File: config.mk
export PLATFORM = sky130hd
export DESIGN_NAME = key_conditioner
export DESIGN_NICKNAME = d
export VERILOG_FILES = /design/src/rtl/key_conditioner.sv
export SDC_FILE = /design/constraint.sdc
export NUM_CORES = 1
export LEC_CHECK = 0
export CAP_MARGIN = 20
export CORE_MARGIN = 5
export CORE_UTILIZATION = 61
export DETAILED_ROUTE_END_ITERATION = 8
export PLACE_DENSITY = 0.76
export REMOVE_ABC_BUFFERS = 1
export SYNTH_ARGS = -nofsm -noshare
export SYNTH_HDL_FRONTEND = slang
export SYNTH_SLANG_ARGS = --single-unit
File: constraint.sdc
create_clock -name sys_clk_i -period 2.65 [get_ports sys_clk_i]
set_clock_uncertainty 0.1 [all_clocks]
set_input_delay 0.6625 -clock sys_clk_i [delete_from_list [all_inputs] [get_ports sys_clk_i]]
set_output_delay 0.6625 -clock sys_clk_i [all_outputs]
set_load 0.01 [all_outputs]
File: src/rtl/key_conditioner.sv
// key_conditioner: synchronises, debounces and edge-detects NUM_KEYS push buttons.
// Optional auto-repeat of key_press_o is built in when KEY_AUTOREPEAT_EN is defined.
module key_conditioner #(
  parameter int CLK_HZ           = 50000000,
  parameter int DEBOUNCE_MS      = 20,
  parameter int NUM_KEYS         = 3,
  parameter int KEY_ACTIVE_LOW   = 1,
  parameter int REPEAT_DELAY_MS  = 500,
  parameter int REPEAT_PERIOD_MS = 100
) (
  input  logic                sys_clk_i,
  input  logic                sys_rst_i,
  input  logic [NUM_KEYS-1:0] key_raw_i,
  output logic [NUM_KEYS-1:0] key_level_o,
  output logic [NUM_KEYS-1:0] key_press_o,
  output logic [NUM_KEYS-1:0] key_release_o
);

  localparam int DEB_CYCLES = CLK_HZ / 1000 * DEBOUNCE_MS;
  localparam int CNT_W      = $clog2(DEB_CYCLES + 1);
  localparam logic [CNT_W-1:0] CNT_LAST = CNT_W'(DEB_CYCLES - 1);

`ifdef KEY_AUTOREPEAT_EN
  localparam int REP_DELAY  = CLK_HZ / 1000 * REPEAT_DELAY_MS;
  localparam int REP_PERIOD = CLK_HZ / 1000 * REPEAT_PERIOD_MS;
  localparam int REP_W      = $clog2(REP_DELAY + 1);
  localparam logic [REP_W-1:0] REP_LAST   = REP_W'(REP_DELAY - 1);
  localparam logic [REP_W-1:0] REP_RELOAD = REP_W'(REP_DELAY - REP_PERIOD);
`else
  // Repeat timing parameters are accepted but inert in this build.
  if (REPEAT_DELAY_MS < 0 || REPEAT_PERIOD_MS < 0) begin : g_rep_params_inert
  end
`endif

  typedef enum logic [1:0] {
    ST_IDLE         = 2'd0,
    ST_PRESS_WAIT   = 2'd1,
    ST_PRESSED      = 2'd2,
    ST_RELEASE_WAIT = 2'd3
  } state_e;

  logic [NUM_KEYS-1:0] sync1_d, sync1_q;
  logic [NUM_KEYS-1:0] sync2_d, sync2_q;

  always_comb begin
    if (KEY_ACTIVE_LOW != 0) begin
      sync1_d = ~key_raw_i;
    end else begin
      sync1_d = key_raw_i;
    end
    sync2_d = sync1_q;
  end

  always_ff @(posedge sys_clk_i) begin
    if (sys_rst_i) begin
      sync1_q <= '0;
      sync2_q <= '0;
    end else begin
      sync1_q <= sync1_d;
      sync2_q <= sync2_d;
    end
  end

  genvar g;
  generate
    for (g = 0; g < NUM_KEYS; g++) begin : g_key
      state_e           state_d, state_q;
      logic [CNT_W-1:0] cnt_d, cnt_q;
      logic             level_d, level_q;
      logic             press_d, press_q;
      logic             release_d, release_q;
      logic             sync_s;
      logic             rep_fire_s;

      assign sync_s = sync2_q[g];

`ifdef KEY_AUTOREPEAT_EN
      logic [REP_W-1:0] rep_d, rep_q;

      // Repeat counter advances only while held in PRESSED and freezes across release bounce.
      always_comb begin
        rep_d      = rep_q;
        rep_fire_s = 1'b0;
        case (state_q)
          ST_PRESSED: begin
            if (sync_s) begin
              if (rep_q == REP_LAST) begin
                rep_fire_s = 1'b1;
                rep_d      = REP_RELOAD;
              end else begin
                rep_d = rep_q + 1'b1;
              end
            end else begin
              rep_d = rep_q;
            end
          end
          ST_RELEASE_WAIT: rep_d = rep_q;
          default:         rep_d = '0;
        endcase
      end

      always_ff @(posedge sys_clk_i) begin
        if (sys_rst_i) begin
          rep_q <= '0;
        end else begin
          rep_q <= rep_d;
        end
      end
`else
      assign rep_fire_s = 1'b0;
`endif

      always_comb begin
        state_d   = state_q;
        cnt_d     = cnt_q;
        level_d   = level_q;
        press_d   = 1'b0;
        release_d = 1'b0;
        case (state_q)
          ST_IDLE: begin
            if (sync_s) begin
              state_d = ST_PRESS_WAIT;
              cnt_d   = '0;
            end else begin
              cnt_d = '0;
            end
          end
          ST_PRESS_WAIT: begin
            if (!sync_s) begin
              state_d = ST_IDLE;
              cnt_d   = '0;
            end else if (cnt_q >= CNT_LAST) begin
              state_d = ST_PRESSED;
              cnt_d   = '0;
              level_d = 1'b1;
              press_d = 1'b1;
            end else begin
              cnt_d = cnt_q + 1'b1;
            end
          end
          ST_PRESSED: begin
            if (!sync_s) begin
              state_d = ST_RELEASE_WAIT;
              cnt_d   = '0;
            end else begin
              press_d = rep_fire_s;
            end
          end
          ST_RELEASE_WAIT: begin
            if (sync_s) begin
              state_d = ST_PRESSED;
              cnt_d   = '0;
            end else if (cnt_q >= CNT_LAST) begin
              state_d   = ST_IDLE;
              cnt_d     = '0;
              level_d   = 1'b0;
              release_d = 1'b1;
            end else begin
              cnt_d = cnt_q + 1'b1;
            end
          end
          default: begin
            state_d = ST_IDLE;
            cnt_d   = '0;
            level_d = 1'b0;
          end
        endcase
      end

      always_ff @(posedge sys_clk_i) begin
        if (sys_rst_i) begin
          state_q   <= ST_IDLE;
          cnt_q     <= '0;
          level_q   <= 1'b0;
          press_q   <= 1'b0;
          release_q <= 1'b0;
        end else begin
          state_q   <= state_d;
          cnt_q     <= cnt_d;
          level_q   <= level_d;
          press_q   <= press_d;
          release_q <= release_d;
        end
      end

      assign key_level_o[g]   = level_q;
      assign key_press_o[g]   = press_q;
      assign key_release_o[g] = release_q;
    end
  endgenerate

endmodule

# ---- After elaboration in Yosys (flattened, before gate mapping)
# Cells that the tools add are included.
dict set report classes {
  add_sub_neg 3
  n_lt_le_gt_ge 3
  n_eq_ne 33
  mux 54
  n_bitwise 10
  reduce_logical 18
}
# cell count
set ops {}
lappend ops {{$mux W20} 12}
lappend ops {{$pmux W20 S4} 3}
lappend ops {{$add A20 B1 Y20 const B} 3}
lappend ops {{$ge A20 B20 Y1 const B} 3}
lappend ops {{$mux W2} 18}
lappend ops {{$ne A2 B2 Y1 const B} 18}
lappend ops {{$pmux W2 S4} 3}
lappend ops {{$ne A3 B3 Y1 const B} 6}
lappend ops {{$reduce_or A3 Y1} 6}
lappend ops {{$mux W1} 15}
lappend ops {{$reduce_and A5 Y1} 3}
lappend ops {{$eq A2 B2 Y1 const B} 6}
lappend ops {{$reduce_and A4 Y1} 3}
lappend ops {{$not A1 Y1} 9}
lappend ops {{$eq A2 B1 Y1 const B} 3}
lappend ops {{$logic_not A2 Y1} 3}
lappend ops {{$pmux W1 S2} 3}
lappend ops {{$reduce_bool A2 Y1} 3}
lappend ops {{$not A3 Y3} 1}
dict set report totals {
  register_bits 81
  input_bits 5
  output_inout_bits 9
  elab_cells 138
}

# ---- Longest topological paths before layout
# Gate-level depths: netlist of the first run.
dict set report depth {
  ltp_word 4
  ltp_mapped 7
  depth_no_buf 6
}

# ---- Worst setup path after synthesis of the first run
# No wires, ideal clock.
dict set report synth_timing {
  path_type {input to register}
  from {in sys_rst_i}
  to {reg g_key[1].cnt_q[19]}
  setup_time_ps 117
  arrival_time_ps 1748
  required_time_ps 2433
  setup_slack_ps 684
  path_stages 7
  n_path_buf 3
  path_cell_list {buf_2 inv_1 clkbuf_1 nand4_1 clkbuf_1 o21ai_0 a32o_1}
}
# element line_no
set synth_rtl {}
lappend synth_rtl {{start: declaration} 12} ;# input logic sys_rst_i,
lappend synth_rtl {{end signal: assignment} 179} ;# cnt_q <= cnt_d;
lappend synth_rtl {{end: declaration} 68} ;# logic [CNT_W-1:0] cnt_d, cnt_q;

# ---- Worst setup path in the final report of the first run
dict set report layout_timing {
  from {reg g_key[1].cnt_q[0]}
  to {reg g_key[1].release_q}
}
dict set report layout_between {
  elab_chain_cells 2
}
# element line_no
set layout_lines {}
lappend layout_lines {{$ge A20 B20 Y1} 153} ;# end else if (cnt_q >= CNT_LAST) begin
lappend layout_lines {{$mux W1} 153}
lappend layout_lines {{end signal: assignment} 182} ;# release_q <= release_d;
lappend layout_lines {{end: declaration} 71} ;# logic release_d, release_q;
# No other way between the ends.
# A chain may end at the register's enable or synchronous reset.

==> metrics.md, run 1 <==
| Metric | Value |
|---|---|
| Hold Fails Final Rpt | `0` |
| Number of standard-cell rows in the floorplan | `29` |
| Final global-route overflow total | `0` |
| Portion of synthesized cell area occupied by the leading cell type | `40.34%` |
| Number of standard cells in the layout, taps in and fillers out | `548` |
| Cell with the biggest individual delay on the critical path | `sky130_fd_sc_hd__a22o_2` |
| CTS H-tree lvls | `3` |
| Most instantiated cells after synthesis | `sky130_fd_sc_hd__dfxtp_1 (81), sky130_fd_sc_hd__nand2_1 (38), sky130_fd_sc_hd__nor2_1 (37), sky130_fd_sc_hd__nand3_1 (28), sky130_fd_sc_hd__o31ai_1 (19)` |
| Clock latency reported for the late side of the worst-skew pair | `350 ps` |
| Total track usage | `20.22%` |
| Kind of end point of the critical path | `flip-flop` |
| Placer's final routability congestion estimate | `0.7908` |
| P_sw | `480.6 uW` |
| DPL Wire Length | `5576 um` |
| Number of max-slew violations in the final report | `0` |
| Post-detailed-routing wire length | `8095 um` |
| Die width | `91.18 um` |
| Number of DRC violations after detailed routing | `0` |
| CP required | `2760 ps` |
| Total setup violations reported at the end of the flow | `0` |
| Post-CTS Setup Repair Bufs | `0` |
| Critical path cell sequence | `ha_1 > nand3_1 > o21ai_1 > a22o_2 > nand2_1 > nor4_1` |
| Maximum frequency from static timing analysis | `448.7 MHz` |
| Number of resized instances in the post-cts repair step | `0` |
| Placeable core region | `6386 um2` |
| Total of flip-flops plus latches after synthesis | `81` |
| Post-synthesis instance area | `4020 um2` |
| Critical path startpoint | `g_key[1].cnt_q[0]` |
| Combined area of the multi-input logic cells | `2180 um2` |
| Drt wl/cell | `14.77 um` |
| VDD IR max | `0.4194 mV` |
| Slew margin rel. | `62.06%` |
| Hold-fix buffers, CTS | `0` |
| Area after DPL | `4136 um2` |
| Slew at the pin with the worst max-slew slack | `564.7 ps` |
| Startpoint kind of the worst setup timing path | `flip-flop` |
| Main flop type after synthesis | `sky130_fd_sc_hd__dfxtp_1` |
| Fin Setup TNS | `0 ps` |
| Arrival time worst endpoint | `2340 ps` |
| Buffers added on ports | `13` |
| Source of the worst hold timing path | `sync1_q[2]` |
| Die span in y | `91.18 um` |
| Share of synthesized flip-flops with an asynchronous set or reset | `0%` |
| Yosys top cell by area | `sky130_fd_sc_hd__dfxtp_1` |
| Root Buffer Master | `sky130_fd_sc_hd__clkbuf_8` |
| Biggest cell delay along the critical path | `450 ps` |
| Path category of the worst min-delay check | `flip-flop to flip-flop` |
| Most frequently used cell type in the post-synthesis netlist | `sky130_fd_sc_hd__dfxtp_1` |
| Maximum capacitance violations | `0` |
| Number of global-route vias before repair | `3,115` |
| Minimum clock period after layout | `2228 ps` |
| Count of flip-flops with a built-in enable after synthesis | `0` |
| Post-route standard cell area excluding fillers | `4332 um2` |
| Switch share | `21.91%` |
| Cell variety after synth | `58` |
| Clock network fraction of design power | `40.7%` |
| Share of the clock period used by the worst path | `84.09%` |
| Fillers | `537` |
| Average via count per standard cell | `6.223` |
| Sequential group share of total power | `56.5%` |
| TritonCTS buffer count | `9` |
| RR Startpoint | `g_key[1].cnt_q[0]` |
| DIE AREA | `8314 um2` |
| CTS tree | `yes` |
| Ratio of cells with drive above 1 in the final layout | `8.068%` |
| Run status | `finished clean` |
| Areal power density over the cells | `506.4 nW/um2` |
| Synthesized instance count | `463` |
| NumNets Final | `474` |
| Post-synthesis sequential area ratio | `40.34%` |
| Sink count of the clock tree | `81` |
| Share of total power in combinational logic | `2.8%` |
| Register Area | `1622 um2` |
| DRT iter0 DRCs | `196` |
| DP Cell Count | `532` |
| Core utilization of the finished layout | `67.83%` |
| Antenna diode count | `0` |
| Vias post-DR | `3,410` |
| Global-route wire length before repair | `14,300 um` |
| Unrepaired setup endpoints after global routing | `false` |
| Largest net degree at the start of global routing | `32` |
| Post-CTS clock slew at the launch and capture registers of the worst setup and hold paths | `90 ps` |
| Initial standard-cell utilization of the core | `62.95%` |
| Internal power | `1713 uW` |
| Critical setup path kind | `flip-flop to flip-flop` |
| Growth of design area from synthesis to finish | `7.750%` |
| Post-Synthesis Mean Instance Area | `8.683 um2` |
| Top-level I/O count | `14` |
| Count of warnings emitted by yosys | `0` |
| Highest net fanout along the worst path | `23` |
| Antenna violations before repair | `0` |
| Count of TritonRoute iterations in the first routing pass | `5` |
| Ranking of synthesized cells by area | `sky130_fd_sc_hd__dfxtp_1 (40%), sky130_fd_sc_hd__xor2_1 (3.7%), sky130_fd_sc_hd__nand2_1 (3.5%)` |
| ANT nets after route | `0` |
| Number of buffers on the longest clock path | `2` |
| Static leakage | `0.001541 uW` |
sequential cells by signal, indices dropped and copies added, names as in the netlist, named ones only:
name / count
g_key.level_q: 3
sync2_q: 3
g_key.release_q: 3
g_key.cnt_q: 60
g_key.state_q: 3
sync1_q: 3
g_key.press_q: 3
path summary, 6_finish.rpt:
path                        end  cells past startpoint  slack (ps)
max          g_key[1].release_q                      6         420
min                  sync2_q[2]                      1         340
max reg2reg  g_key[1].release_q                      6         420
min reg2reg          sync2_q[2]                      1         340
worst max-delay path, delay by kind of cell, from the launching register on:
kind	cells	cell delay (ps)
AOI/OAI and AO/OA	2	680
adders and majority gates	1	230
DFF	1	430
and+or+nand+nor	3	660
routing by layer:
metal | GRT usage, % | part of all wire [%] | up-vias | wire [um]
met5 | 0 | 0 | - | 0
met4 | 8.557 | 1.7 | 0 | 137
met3 | 3.471 | 4.7 | 12 | 383
met2 | 30.89 | 46 | 85 | 3689
met1 | 28.19 | 48 | 1599 | 3883
li1 | - | - | 1714 | -
power groups by stage:
stage	clock network (uW)	logic (uW)	registers [uW]
floorplan	0	20.5	1270
global placement	0	59.9	1270
CTS	913	62.3	1240
global route	974	67.1	1240
detailed placement	0	61.7	1270
finish	892	61.8	1240
cells in the final DEF (no fill, tap or decap), types with 3 or more instances in the layout:
| cell | netlist | final |
|---|---|---|
| sky130_fd_sc_hd__nor4_2 | 4 | 4 |
| sky130_fd_sc_hd__a31oi_1 | 4 | 4 |
| sky130_fd_sc_hd__clkinv_2 | 0 | 4 |
| sky130_fd_sc_hd__nand3b_1 | 5 | 5 |
| sky130_fd_sc_hd__clkbuf_8 | 0 | 10 |
| sky130_fd_sc_hd__nor4_1 | 9 | 9 |
| sky130_fd_sc_hd__and2_1 | 4 | 4 |
| sky130_fd_sc_hd__a22o_1 | 8 | 8 |
| sky130_fd_sc_hd__o311ai_1 | 5 | 5 |
| sky130_fd_sc_hd__ha_1 | 3 | 3 |
| sky130_fd_sc_hd__nand4_1 | 11 | 11 |
| sky130_fd_sc_hd__nor3_1 | 12 | 12 |
| sky130_fd_sc_hd__a21oi_1 | 8 | 8 |
| sky130_fd_sc_hd__dfxtp_1 | 81 | 81 |
| sky130_fd_sc_hd__nor2_1 | 37 | 37 |
| sky130_fd_sc_hd__and4_1 | 5 | 5 |
| sky130_fd_sc_hd__nor2b_1 | 6 | 6 |
| sky130_fd_sc_hd__o211ai_1 | 7 | 7 |
| sky130_fd_sc_hd__and3_1 | 14 | 14 |
| sky130_fd_sc_hd__o21a_1 | 3 | 3 |
| sky130_fd_sc_hd__xnor2_1 | 9 | 9 |
| sky130_fd_sc_hd__nand4b_1 | 3 | 3 |
| sky130_fd_sc_hd__o31ai_1 | 19 | 19 |
| sky130_fd_sc_hd__o21ai_0 | 11 | 11 |
| sky130_fd_sc_hd__a21o_1 | 14 | 14 |
| sky130_fd_sc_hd__xor2_1 | 17 | 17 |
| sky130_fd_sc_hd__nor4b_1 | 11 | 11 |
| sky130_fd_sc_hd__nand3_1 | 28 | 28 |
| sky130_fd_sc_hd__nand2_1 | 38 | 38 |
| sky130_fd_sc_hd__inv_1 | 12 | 12 |
| sky130_fd_sc_hd__clkdlybuf4s50_1 | 0 | 13 |
| sky130_fd_sc_hd__nand2b_1 | 6 | 6 |
| sky130_fd_sc_hd__o21ai_1 | 14 | 14 |
| sky130_fd_sc_hd__buf_4 | 11 | 8 |
area by class of cell:
class / count / share of cell area [%]
Tap cell: 77 / 2.224
Timing Repair Buffer: 21 / 4.391
Sequential cell: 81 / 37.44
Clock buffer: 10 / 3.177
Clock inverter: 6 / 1.329
Multi-Input combinational cell: 340 / 50.32
Inverter: 13 / 1.127
stage by stage:
step,worst slack [ps],hold WS (ps),total power [uW]
after global placement,175.1,316.4,1328
after global routing,161.4,362.6,2283
after detailed placement,119.4,326.8,1330
final,421.5,339.2,2193
after floorplan,538.2,313.8,1289
after CTS,433.3,345.3,2215
logic make-up (layout without fill, tap and decap cells):
| family | after synthesis | after routing | share of synthesized area (%) |
|---|---|---|---|
| compound gates | 107 | 107 | 18.95 |
| xor+xnor | 27 | 27 | 6.069 |
| fa+ha+maj | 3 | 3 | 0.9338 |
| buf+inv | 42 | 50 | 5.447 |
| flops | 81 | 81 | 40.34 |
| mux | 1 | 1 | 0.2490 |
| simple gates | 202 | 202 | 28.01 |
Power figures use the tool's default switching activity.
==> inputs of run 2 (changes only) <==
Settings changed: CORE_UTILIZATION 61 to 55, PLACE_DENSITY 0.76 to 0.73.
Clock period 2.65 ns to 1.8 ns, I/O delays scaled along.
==> metrics.md, run 2 (synthesis results as in run 1) <==
| Metric | Value |
|---|---|
| Slew margin rel. | `63.78%` |
| Total track usage | `22.20%` |
| Die width | `95.50 um` |
| Buffers added on ports | `13` |
| Number of buffers on the longest clock path | `2` |
| Critical setup path kind | `flip-flop to flip-flop` |
| Placeable core region | `7176 um2` |
| Run status | `finished, violations left` |
| Worst setup margin | `-100.0 ps` |
| Growth of design area from synthesis to finish | `35.23%` |
| Maximum capacitance violations | `0` |
| Core utilization of the finished layout | `75.76%` |
| Antenna diode count | `0` |
| Register Area | `1659 um2` |
| Placer's final routability congestion estimate | `0.8496` |
| Largest net degree at the start of global routing | `21` |
| Count of TritonRoute iterations in the first routing pass | `7` |
| Vias post-DR | `3,856` |
| Average via count per standard cell | `6.044` |
| Top reg by flops | `g_key.cnt_q` |
| NumNets Final | `542` |
| Number of global-route vias before repair | `3,499` |
| Number of standard-cell rows in the floorplan | `31` |
| Areal power density over the cells | `608.9 nW/um2` |
| ANT nets after route | `0` |
| Highest net fanout along the worst path | `6` |
| Share of the clock period used by the worst path | `105.6%` |
| Unrepaired setup endpoints after global routing | `true` |
| Startpoint kind of the worst setup timing path | `flip-flop` |
| Top-level I/O count | `14` |
| Total setup violations reported at the end of the flow | `18` |
| Initial standard-cell utilization of the core | `56.02%` |
| Number of max-slew violations in the final report | `0` |
| Clock latency reported for the late side of the worst-skew pair | `350 ps` |
| Sink count of the clock tree | `81` |
| Ratio of cells with drive above 1 in the final layout | `33.77%` |
| VDD IR max | `0.5267 mV` |
| Antenna violations before repair | `0` |
| Drt wl/cell | `16.68 um` |
| Global-route wire length before repair | `16,230 um` |
| Most frequent cells in the layout | `sky130_fd_sc_hd__buf_4 (63), sky130_fd_sc_hd__dfxtp_1 (59), sky130_fd_sc_hd__nand2_1 (37)` |
| Number of DRC violations after detailed routing | `0` |
| Final hold slack | `341.1 ps` |
| Fillers | `474` |
| TritonCTS buffer count | `9` |
| Final global-route overflow total | `0` |
| CTS H-tree lvls | `3` |
| Largest register FFs | `60` |
| Violated checks | `negative setup slack` |
| Hold-fix buffers, CTS | `0` |
| Die span in y | `95.50 um` |
| Combined area of the multi-input logic cells | `2644 um2` |
| Post-Place Worst Slack | `-401.5 ps` |
| Post-detailed-routing wire length | `10,640 um` |
| Arrival time worst endpoint | `2040 ps` |
| Post-CTS clock slew at the launch and capture registers of the worst setup and hold paths | `80 ps` |
| Leading cell type in the layout, fill and taps excluded | `sky130_fd_sc_hd__buf_4` |
| DRT iter0 DRCs | `211` |
| Static leakage | `0.002076 uW` |
| DPL Wire Length | `6366 um` |
| Kind of end point of the critical path | `flip-flop` |
| Maximum frequency from static timing analysis | `526.3 MHz` |
| CP required | `1940 ps` |
| Slew at the pin with the worst max-slew slack | `541.3 ps` |
| Minimum clock period after layout | `1900 ps` |
| DIE AREA | `9119 um2` |
| Hold Fails Final Rpt | `0` |
| Path category of the worst min-delay check | `flip-flop to flip-flop` |
| Root Buffer Master | `sky130_fd_sc_hd__clkbuf_8` |
| CTS tree | `yes` |
==> run 2: cell types whose count changed in the layout (fill, tap and decap cells not counted), moves of 5 or more <==
| cell | before | now |
|---|---|---|
| sky130_fd_sc_hd__buf_4 | 8 | 63 |
| sky130_fd_sc_hd__buf_6 | 0 | 8 |
| sky130_fd_sc_hd__clkdlybuf4s50_1 | 13 | 8 |
| sky130_fd_sc_hd__dfxtp_1 | 81 | 59 |
| sky130_fd_sc_hd__dfxtp_2 | 0 | 18 |
| sky130_fd_sc_hd__nor3_1 | 12 | 7 |
| sky130_fd_sc_hd__nor4_1 | 9 | 4 |
| sky130_fd_sc_hd__nor4_4 | 0 | 6 |
| sky130_fd_sc_hd__nor4b_1 | 11 | 3 |
| sky130_fd_sc_hd__nor4b_2 | 0 | 8 |
| sky130_fd_sc_hd__o21ai_0 | 11 | 6 |
| sky130_fd_sc_hd__o31ai_1 | 19 | 8 |
| sky130_fd_sc_hd__o31ai_2 | 1 | 9 |
==> run 2: what timing repair did <==
item	CTS	global route
setup buffers	2	6
pin swaps	12	25
cloned	2	1
endpoints found under the setup margin	55	66
resized for setup	34	88
==> run 2: final cells by class <==
class	count	area share (%)
clock buffer	10	2.532
sequential	81	30.52
multi-input combinational	341	48.63
inverter	13	0.8976
timing repair buffer	88	13.90
tap	99	2.278
clock inverter	6	1.243
==> run 2: stage by stage <==
| step | setup TNS [ps] | power, uW | std cells | cell area (um2) |
|---|---|---|---|---|
| floorplan | -5267 | 1897 | 434 | 3850 |
| global placement | -14780 | 1963 | 611 | 4629 |
| detailed placement | -17390 | 1966 | 611 | 4629 |
| CTS | -658.4 | 3311 | 631 | 5007 |
| global route | -2971 | 3423 | 638 | 5436 |
| finish | -695.9 | 3310 | 638 | 5436 |
==> run 2: worst max-delay path, stage by stage, from the launching register on <==
cell and delay [ps]:
sky130_fd_sc_hd__dfxtp_2 370, sky130_fd_sc_hd__ha_4 160, sky130_fd_sc_hd__nand3_4 70, sky130_fd_sc_hd__o211ai_1 210, sky130_fd_sc_hd__buf_4 170, sky130_fd_sc_hd__a2bb2oi_4 230, sky130_fd_sc_hd__buf_6 180, sky130_fd_sc_hd__nor2_4 60
sky130_fd_sc_hd__a22o_1 230
==> run 2: per-layer routing <==
metal / vias to the layer above / GRT usage (%) / part of all wire, %
met5: - / 0 / 0
met4: 0 / 7.938 / 1.5
met3: 18 / 2.684 / 4.6
met2: 119 / 38.19 / 52
met1: 1865 / 28.57 / 42
li1: 1854 / - / -
==> run 2: path summary, 6_finish.rpt <==
check,from,endpoint,slack (ps),depth (start not counted)
max reg2reg,g_key[0].cnt_q[1],g_key[0].cnt_q[13],-100,8
max,g_key[0].cnt_q[1],g_key[0].cnt_q[13],-100,8
min reg2reg,sync1_q[2],sync2_q[2],340,1
min,sync1_q[2],sync2_q[2],340,1
==> run 2: power by group <==
part | switching (uW) | leakage (uW) | internal, uW | total [uW]
clock | 702 | 0.0000985 | 681 | 1380
combinational | 57.0 | 0.00131 | 47.9 | 105
sequential | 19.2 | 0.000666 | 1800 | 1820
total | 779 | 0.00208 | 2530 | 3310
